<file path="config.mk">
export PLATFORM = sky130hd
export DESIGN_NAME = sram_arbiter
export DESIGN_NICKNAME = d
export VERILOG_FILES = /design/src/rtl/sram_arbiter_pkg.sv /design/src/rtl/sram_arb_prio.sv /design/src/rtl/sram_arbiter.sv
export SDC_FILE = /design/constraint.sdc
export NUM_CORES = 1
export LEC_CHECK = 0
export ABC_AREA = 1
export CELL_PAD_IN_SITES_DETAIL_PLACEMENT = 1
export CELL_PAD_IN_SITES_GLOBAL_PLACEMENT = 2
export CORE_UTILIZATION = 22
export CTS_BUF_LIST = sky130_fd_sc_hd__clkbuf_16
export CTS_CLUSTER_SIZE = 12
export DETAILED_ROUTE_END_ITERATION = 16
export PLACE_DENSITY_LB_ADDON = 0.1
export SYNTH_ARGS = -nofsm -noshare
export SYNTH_HDL_FRONTEND = slang
export SYNTH_SLANG_ARGS = --single-unit
</file>
<file path="constraint.sdc">
create_clock -name clk -period 1.7 [get_ports clk]
set_clock_uncertainty 0.2 [all_clocks]
set_input_delay 0.34 -clock clk [delete_from_list [all_inputs] [get_ports clk]]
set_output_delay 0.34 -clock clk [all_outputs]
set_load 0.005 [all_outputs]
</file>
<file path="src/rtl/sram_arbiter_pkg.sv">
// Shared encodings and width defaults for the SRAM arbiter and SRAM controller.
package sram_arbiter_pkg;

    localparam int SRAM_ADDR_W = 20;
    localparam int SRAM_DATA_W = 32;

    typedef enum logic [1:0] {
        ST_IDLE  = 2'd0,
        ST_ISSUE = 2'd1,
        ST_WAIT  = 2'd2,
        ST_ACK   = 2'd3
    } arb_state_e;

    localparam logic OWNER_RD = 1'b0;
    localparam logic OWNER_WR = 1'b1;

endpackage

</file>
<file path="src/rtl/sram_arb_prio.sv">
// Read-priority grant decision with a streak counter that bounds write starvation.
module sram_arb_prio
    import sram_arbiter_pkg::*;
#(
    parameter int MAX_RD_STREAK = 4
) (
    input  logic clk,
    input  logic rst,
    input  logic rd_req,
    input  logic wr_req,
    input  logic grant,
    output logic gnt_owner
);

    localparam logic [3:0] STREAK_MAX = 4'(MAX_RD_STREAK);

    logic [3:0] rd_streak_q;
    logic [3:0] rd_streak_d;
    logic       gnt_wr;

    assign gnt_wr    = wr_req && (!rd_req || (rd_streak_q == STREAK_MAX));
    assign gnt_owner = gnt_wr ? OWNER_WR : OWNER_RD;

    always_comb begin
        rd_streak_d = rd_streak_q;
        if (grant) begin
            if (gnt_wr) begin
                rd_streak_d = 4'd0;
            end else if (wr_req) begin
                // a pending write is being passed over: count it
                if (rd_streak_q != STREAK_MAX) begin
                    rd_streak_d = rd_streak_q + 4'd1;
                end
            end else begin
                rd_streak_d = 4'd0;
            end
        end
    end

    always_ff @(posedge clk or negedge rst) begin
        if (!rst) begin
            rd_streak_q <= 4'd0;
        end else begin
            rd_streak_q <= rd_streak_d;
        end
    end

endmodule

</file>
<file path="src/rtl/sram_arbiter.sv">
// Two-port SRAM command arbiter: display reads vs camera writes, one command in flight.
// Optional WAIT watchdog with sticky err: define SRAM_TIMEOUT_EN.
module sram_arbiter
    import sram_arbiter_pkg::*;
#(
    parameter int ADDR_W        = SRAM_ADDR_W,
    parameter int DATA_W        = SRAM_DATA_W,
    parameter int MAX_RD_STREAK = 4,
    parameter int TIMEOUT       = 255
) (
    input  logic              clk,
    input  logic              rst,
    input  logic              rd_req,
    input  logic [ADDR_W-1:0] rd_addr,
    output logic              rd_ack,
    output logic [DATA_W-1:0] rd_data,
    input  logic              wr_req,
    input  logic [ADDR_W-1:0] wr_addr,
    input  logic [DATA_W-1:0] wr_data,
    output logic              wr_ack,
    output logic              mem_read,
    output logic              mem_write,
    output logic [ADDR_W-1:0] mem_addr,
    output logic [DATA_W-1:0] mem_wdata,
    input  logic [DATA_W-1:0] mem_rdata,
    input  logic              mem_done,
    output logic              busy,
    output logic              owner,
    output logic              err
);

    arb_state_e        state_q, state_d;
    logic              owner_q, owner_d;
    logic [ADDR_W-1:0] addr_q, addr_d;
    logic [DATA_W-1:0] wdata_q, wdata_d;
    logic [DATA_W-1:0] rd_data_q, rd_data_d;
    logic              mem_read_q, mem_read_d;
    logic              mem_write_q, mem_write_d;
    logic              rd_ack_q, rd_ack_d;
    logic              wr_ack_q, wr_ack_d;
    logic              grant;
    logic              gnt_owner;

`ifdef SRAM_TIMEOUT_EN
    localparam logic [7:0] TMO_LAST = 8'(TIMEOUT - 1);
    logic [7:0] tmo_cnt_q, tmo_cnt_d;
    logic       err_q, err_d;
`endif

    // a stale completion from the previous command blocks the next grant
    assign grant = (state_q == ST_IDLE) && !mem_done && (rd_req || wr_req);

    sram_arb_prio #(
        .MAX_RD_STREAK(MAX_RD_STREAK)
    ) u_prio (
        .clk      (clk),
        .rst      (rst),
        .rd_req   (rd_req),
        .wr_req   (wr_req),
        .grant    (grant),
        .gnt_owner(gnt_owner)
    );

    always_comb begin
        state_d     = state_q;
        owner_d     = owner_q;
        addr_d      = addr_q;
        wdata_d     = wdata_q;
        rd_data_d   = rd_data_q;
        mem_read_d  = mem_read_q;
        mem_write_d = mem_write_q;
        rd_ack_d    = 1'b0;
        wr_ack_d    = 1'b0;
`ifdef SRAM_TIMEOUT_EN
        tmo_cnt_d   = tmo_cnt_q;
        err_d       = err_q;
`endif
        unique case (state_q)
            ST_IDLE: begin
                if (grant) begin
                    owner_d = gnt_owner;
                    state_d = ST_ISSUE;
                    if (gnt_owner == OWNER_WR) begin
                        addr_d      = wr_addr;
                        wdata_d     = wr_data;
                        mem_write_d = 1'b1;
                    end else begin
                        addr_d     = rd_addr;
                        mem_read_d = 1'b1;
                    end
                end
            end
            ST_ISSUE: begin
                state_d = ST_WAIT;
`ifdef SRAM_TIMEOUT_EN
                tmo_cnt_d = 8'd0;
`endif
            end
            ST_WAIT: begin
                if (mem_done) begin
                    mem_read_d  = 1'b0;
                    mem_write_d = 1'b0;
                    rd_ack_d    = (owner_q == OWNER_RD);
                    wr_ack_d    = (owner_q == OWNER_WR);
                    state_d     = ST_ACK;
                    if (owner_q == OWNER_RD) begin
                        rd_data_d = mem_rdata;
                    end
                end
`ifdef SRAM_TIMEOUT_EN
                else if (tmo_cnt_q == TMO_LAST) begin
                    // abort but still ack so the requester never hangs
                    mem_read_d  = 1'b0;
                    mem_write_d = 1'b0;
                    rd_ack_d    = (owner_q == OWNER_RD);
                    wr_ack_d    = (owner_q == OWNER_WR);
                    err_d       = 1'b1;
                    state_d     = ST_ACK;
                end else begin
                    tmo_cnt_d = tmo_cnt_q + 8'd1;
                end
`endif
            end
            ST_ACK: begin
                state_d = ST_IDLE;
            end
        endcase
    end

    always_ff @(posedge clk or negedge rst) begin
        if (!rst) begin
            state_q     <= ST_IDLE;
            owner_q     <= OWNER_RD;
            addr_q      <= '0;
            wdata_q     <= '0;
            rd_data_q   <= '0;
            mem_read_q  <= 1'b0;
            mem_write_q <= 1'b0;
            rd_ack_q    <= 1'b0;
            wr_ack_q    <= 1'b0;
        end else begin
            state_q     <= state_d;
            owner_q     <= owner_d;
            addr_q      <= addr_d;
            wdata_q     <= wdata_d;
            rd_data_q   <= rd_data_d;
            mem_read_q  <= mem_read_d;
            mem_write_q <= mem_write_d;
            rd_ack_q    <= rd_ack_d;
            wr_ack_q    <= wr_ack_d;
        end
    end

`ifdef SRAM_TIMEOUT_EN
    always_ff @(posedge clk or negedge rst) begin
        if (!rst) begin
            tmo_cnt_q <= 8'd0;
            err_q     <= 1'b0;
        end else begin
            tmo_cnt_q <= tmo_cnt_d;
            err_q     <= err_d;
        end
    end

    assign err = err_q;
`else
    assign err = 1'b0 && (TIMEOUT != 0);
`endif

    assign busy      = (state_q != ST_IDLE);
    assign owner     = owner_q;
    assign rd_ack    = rd_ack_q;
    assign wr_ack    = wr_ack_q;
    assign rd_data   = rd_data_q;
    assign mem_read  = mem_read_q;
    assign mem_write = mem_write_q;
    assign mem_addr  = addr_q;
    assign mem_wdata = wdata_q;

endmodule

</file>
==> metrics.yaml <==
globalplace.congestion: 0.7366
dr.pass1.iters: 4
path_delay_family: "buffers and inverters"
vias_per_cell: 4.257
grt_pass1_wl_mm: 23.40
min_path_type: "in -> async"
h-tree-depth: 3
ant_nets: 0
core_um2: 18710
ys_ff_latch: 95
wirelength_mm: 15.84
regArea_um2: 2377
syn-num-nets: 610
total_power_mw: 11.40
nets: 856
synth_cell_types: 24
violations: "negative setup slack"
cts_root_buf: "clkbuf_16"
syn_area_um2: 4187
layout_commonest_cell: "nand2_1"
cts.reportedPaths.clkPinSlew_ns: 0.07
post-route-drc-count: 0
layout-drive-gt1-share_pct: 25.03
maxCapViolations: 0
synth-compound-area-share_pct: 4.423
power.density_nw_per_um2: 1481
synth_top_family_by_area: "simple AND/OR/NAND/NOR gates"
cpMaxStageDelayCell: "dfrtp_1"
finish.utilization_pct: 41.12
synthCells: 496
post-place-ws_ns: -0.2549
pin_count: 200
grt_util_all_layers_pct: 15.43
fin_crit_sh_pct: 102.2
cp_data_arrival_time_ns: 1.82
cts.path.max_buffers: 2
critPathMaxFanout: 9
synthXorXnorAreaFrac_pct: 0.4184
worstSetupStartpointType: "flip-flop"
fin_area_um2: 7692
routed-via-count: 4176
cts.sinks: 95
dpl-instance-area_um2: 6586
rows: 50
peakVddDrop_v: 0.0004608
grt_max_degree: 36
multi_input_area_um2: 1878
grt_overflow: 0
yosysWarnings: 0
seq_area_frac_synth_pct: 56.78
yosys-top-cells-area: "dfrtp_1 (57%), nand2_1 (21%), nand3_1 (4.4%)"
clk-insertion-delay-late_ns: 0.34
synth_mux_area_share_pct: 0
synth_top_cell_by_area: "dfrtp_1"
path_buf_inv: 5
dp_cells: 927
wl_per_cell_um: 16.14
syn_area_per_cell_um2: 8.441
antenna_cells: 0
hpwl_mm: 9.926
layout_common_cells: "nand2_1 (161), clkdlybuf4s50_1 (107), dfrtp_1 (95)"
dieArea_um2: 19580
min_period_ns: 1.738
max_stage_delay_ns: 0.38
synthSimpleGateAreaFrac_pct: 29.29
setup_violations: 24
area_delta_synth_final_pct: 83.74
finalHoldViolCount: 0
start_util_pct: 22.38
die_width_um: 139.9
end_kind: "flip-flop"
die_y_um: 139.9
grt_pass1_vias: 4340
synth_fa_ha_area_share_pct: 1.494
cts_buffers: 9
portBuffers: 198
outcome: "complete, but fails checks"
max_freq_ghz: 0.5754
antenna_found_initial: 0
critical_path_class: "reg -> reg"
r2r_slack_ns: -0.04
setup_slack_ns: -0.03797
path_cells: "inv_2 -> buf_6 -> ha_4 -> inv_4 -> nor3_4 -> buf_6 -> buf_12 -> nand2_1 -> nand2_1"
synth_top_area_share_pct: 56.78
fillers: 2146
crit_required_ns: 1.78
leakagePower_nw: 3.890
cts_tree: "done"
slew_violations: 0
stdcell_count: 981
rsz0062_at_grt: "true"
drt_iter0_markers: 127
==> state kept, by name (all words and copies together), names as in the netlist <==
signal and flops:
mem_wdata 32, rd_data 32, mem_addr 20, u_prio.rd_streak_q 4
state_q 2, mem_read 1, mem_write 1, owner 1
rd_ack 1, wr_ack 1
==> metal layers <==
| metal | vias up | part of all wire [%] | global-route usage (%) | wire length (um) |
|---|---|---|---|---|
| met2 | 129 | 50 | 26.45 | 7881 |
| met1 | 2021 | 43 | 18.67 | 6862 |
| met5 | - | 0 | 0 | 0 |
| li1 | 2013 | - | - | - |
| met4 | 0 | 1.4 | 5.552 | 228 |
| met3 | 13 | 5.5 | 3.966 | 864 |
==> worst reg2reg max path, stage by stage (launching register included) <==
cell and delay [ns]:
dfrtp_1 0.38, inv_2 0.09, buf_6 0.11, ha_4 0.14
inv_4 0.04, nor3_4 0.23, buf_6 0.20, buf_12 0.15
nand2_1 0.07, nand2_1 0.07
==> cell usage after synthesis (all sizes together) <==
cell type  count
nand2        240
dfrtp         95
nand3         37
inv           35
o21ai         28
nor2          25
buf           23
ha             5
clkbuf         2
nor3           2
xor2           2
conb           1
o21bai         1
==> cells by family after synthesis <==
| family | count (synthesis) |
|---|---|
| DFF | 95 |
| buffers and inverters | 60 |
| adders and majority gates | 5 |
| and+or+nand+nor | 304 |
| AOI/OAI and AO/OA | 29 |
| other | 1 |
| xor gates and xnor gates | 2 |
==> what timing repair did <==
action	in CTS	in global routing
cloned	4	8
setup buffers	23	5
resized for setup	116	121
hold buffers	1	0
hold endpoints to repair	20	0
pin swaps	7	19
endpoints found under the setup margin	171	93
==> final timing paths <==
| check | depth (start not counted) | start | end |
|---|---|---|---|
| setup / recovery | 9 | state_q[0] | rd_data[10] |
| hold / removal | 2 | rst | rd_data[1] |
| setup reg to reg | 9 | state_q[0] | rd_data[10] |
| hold reg to reg | 2 | rd_data[27] | rd_data[27] |
| max in group asynchronous | 3 | rst | mem_wdata[20] |
| min in group clk | 2 | rd_data[27] | rd_data[27] |
==> power by group <==
part           leakage [nW]  internal [mW]  switching, mW
combinational          2.54           2.86           2.39
clock                 0.158           1.28          0.894
sequential             1.19           3.30          0.664
total                  3.89           7.45           3.95
==> metrics by stage <==
stage               hold WS (ns)  TNS, ns
global placement         0.08461   -13.59
finish                    0.2462  -0.4024
detailed placement       0.08595   -19.04
floorplan                -0.1556        0
CTS                       0.2482  -0.9255
global route              0.2702   -3.735
==> layout make-up <==
type                    instances  area share, %
multi-input cells             341          24.41
repair buffers                260          34.66
flip-flops and latches         95          30.90
clock inverters                 7          1.155
well taps                     234          3.806
inverters                      35          2.131
clock buffers                   9          2.928
(Power assumes the default switching activity.)
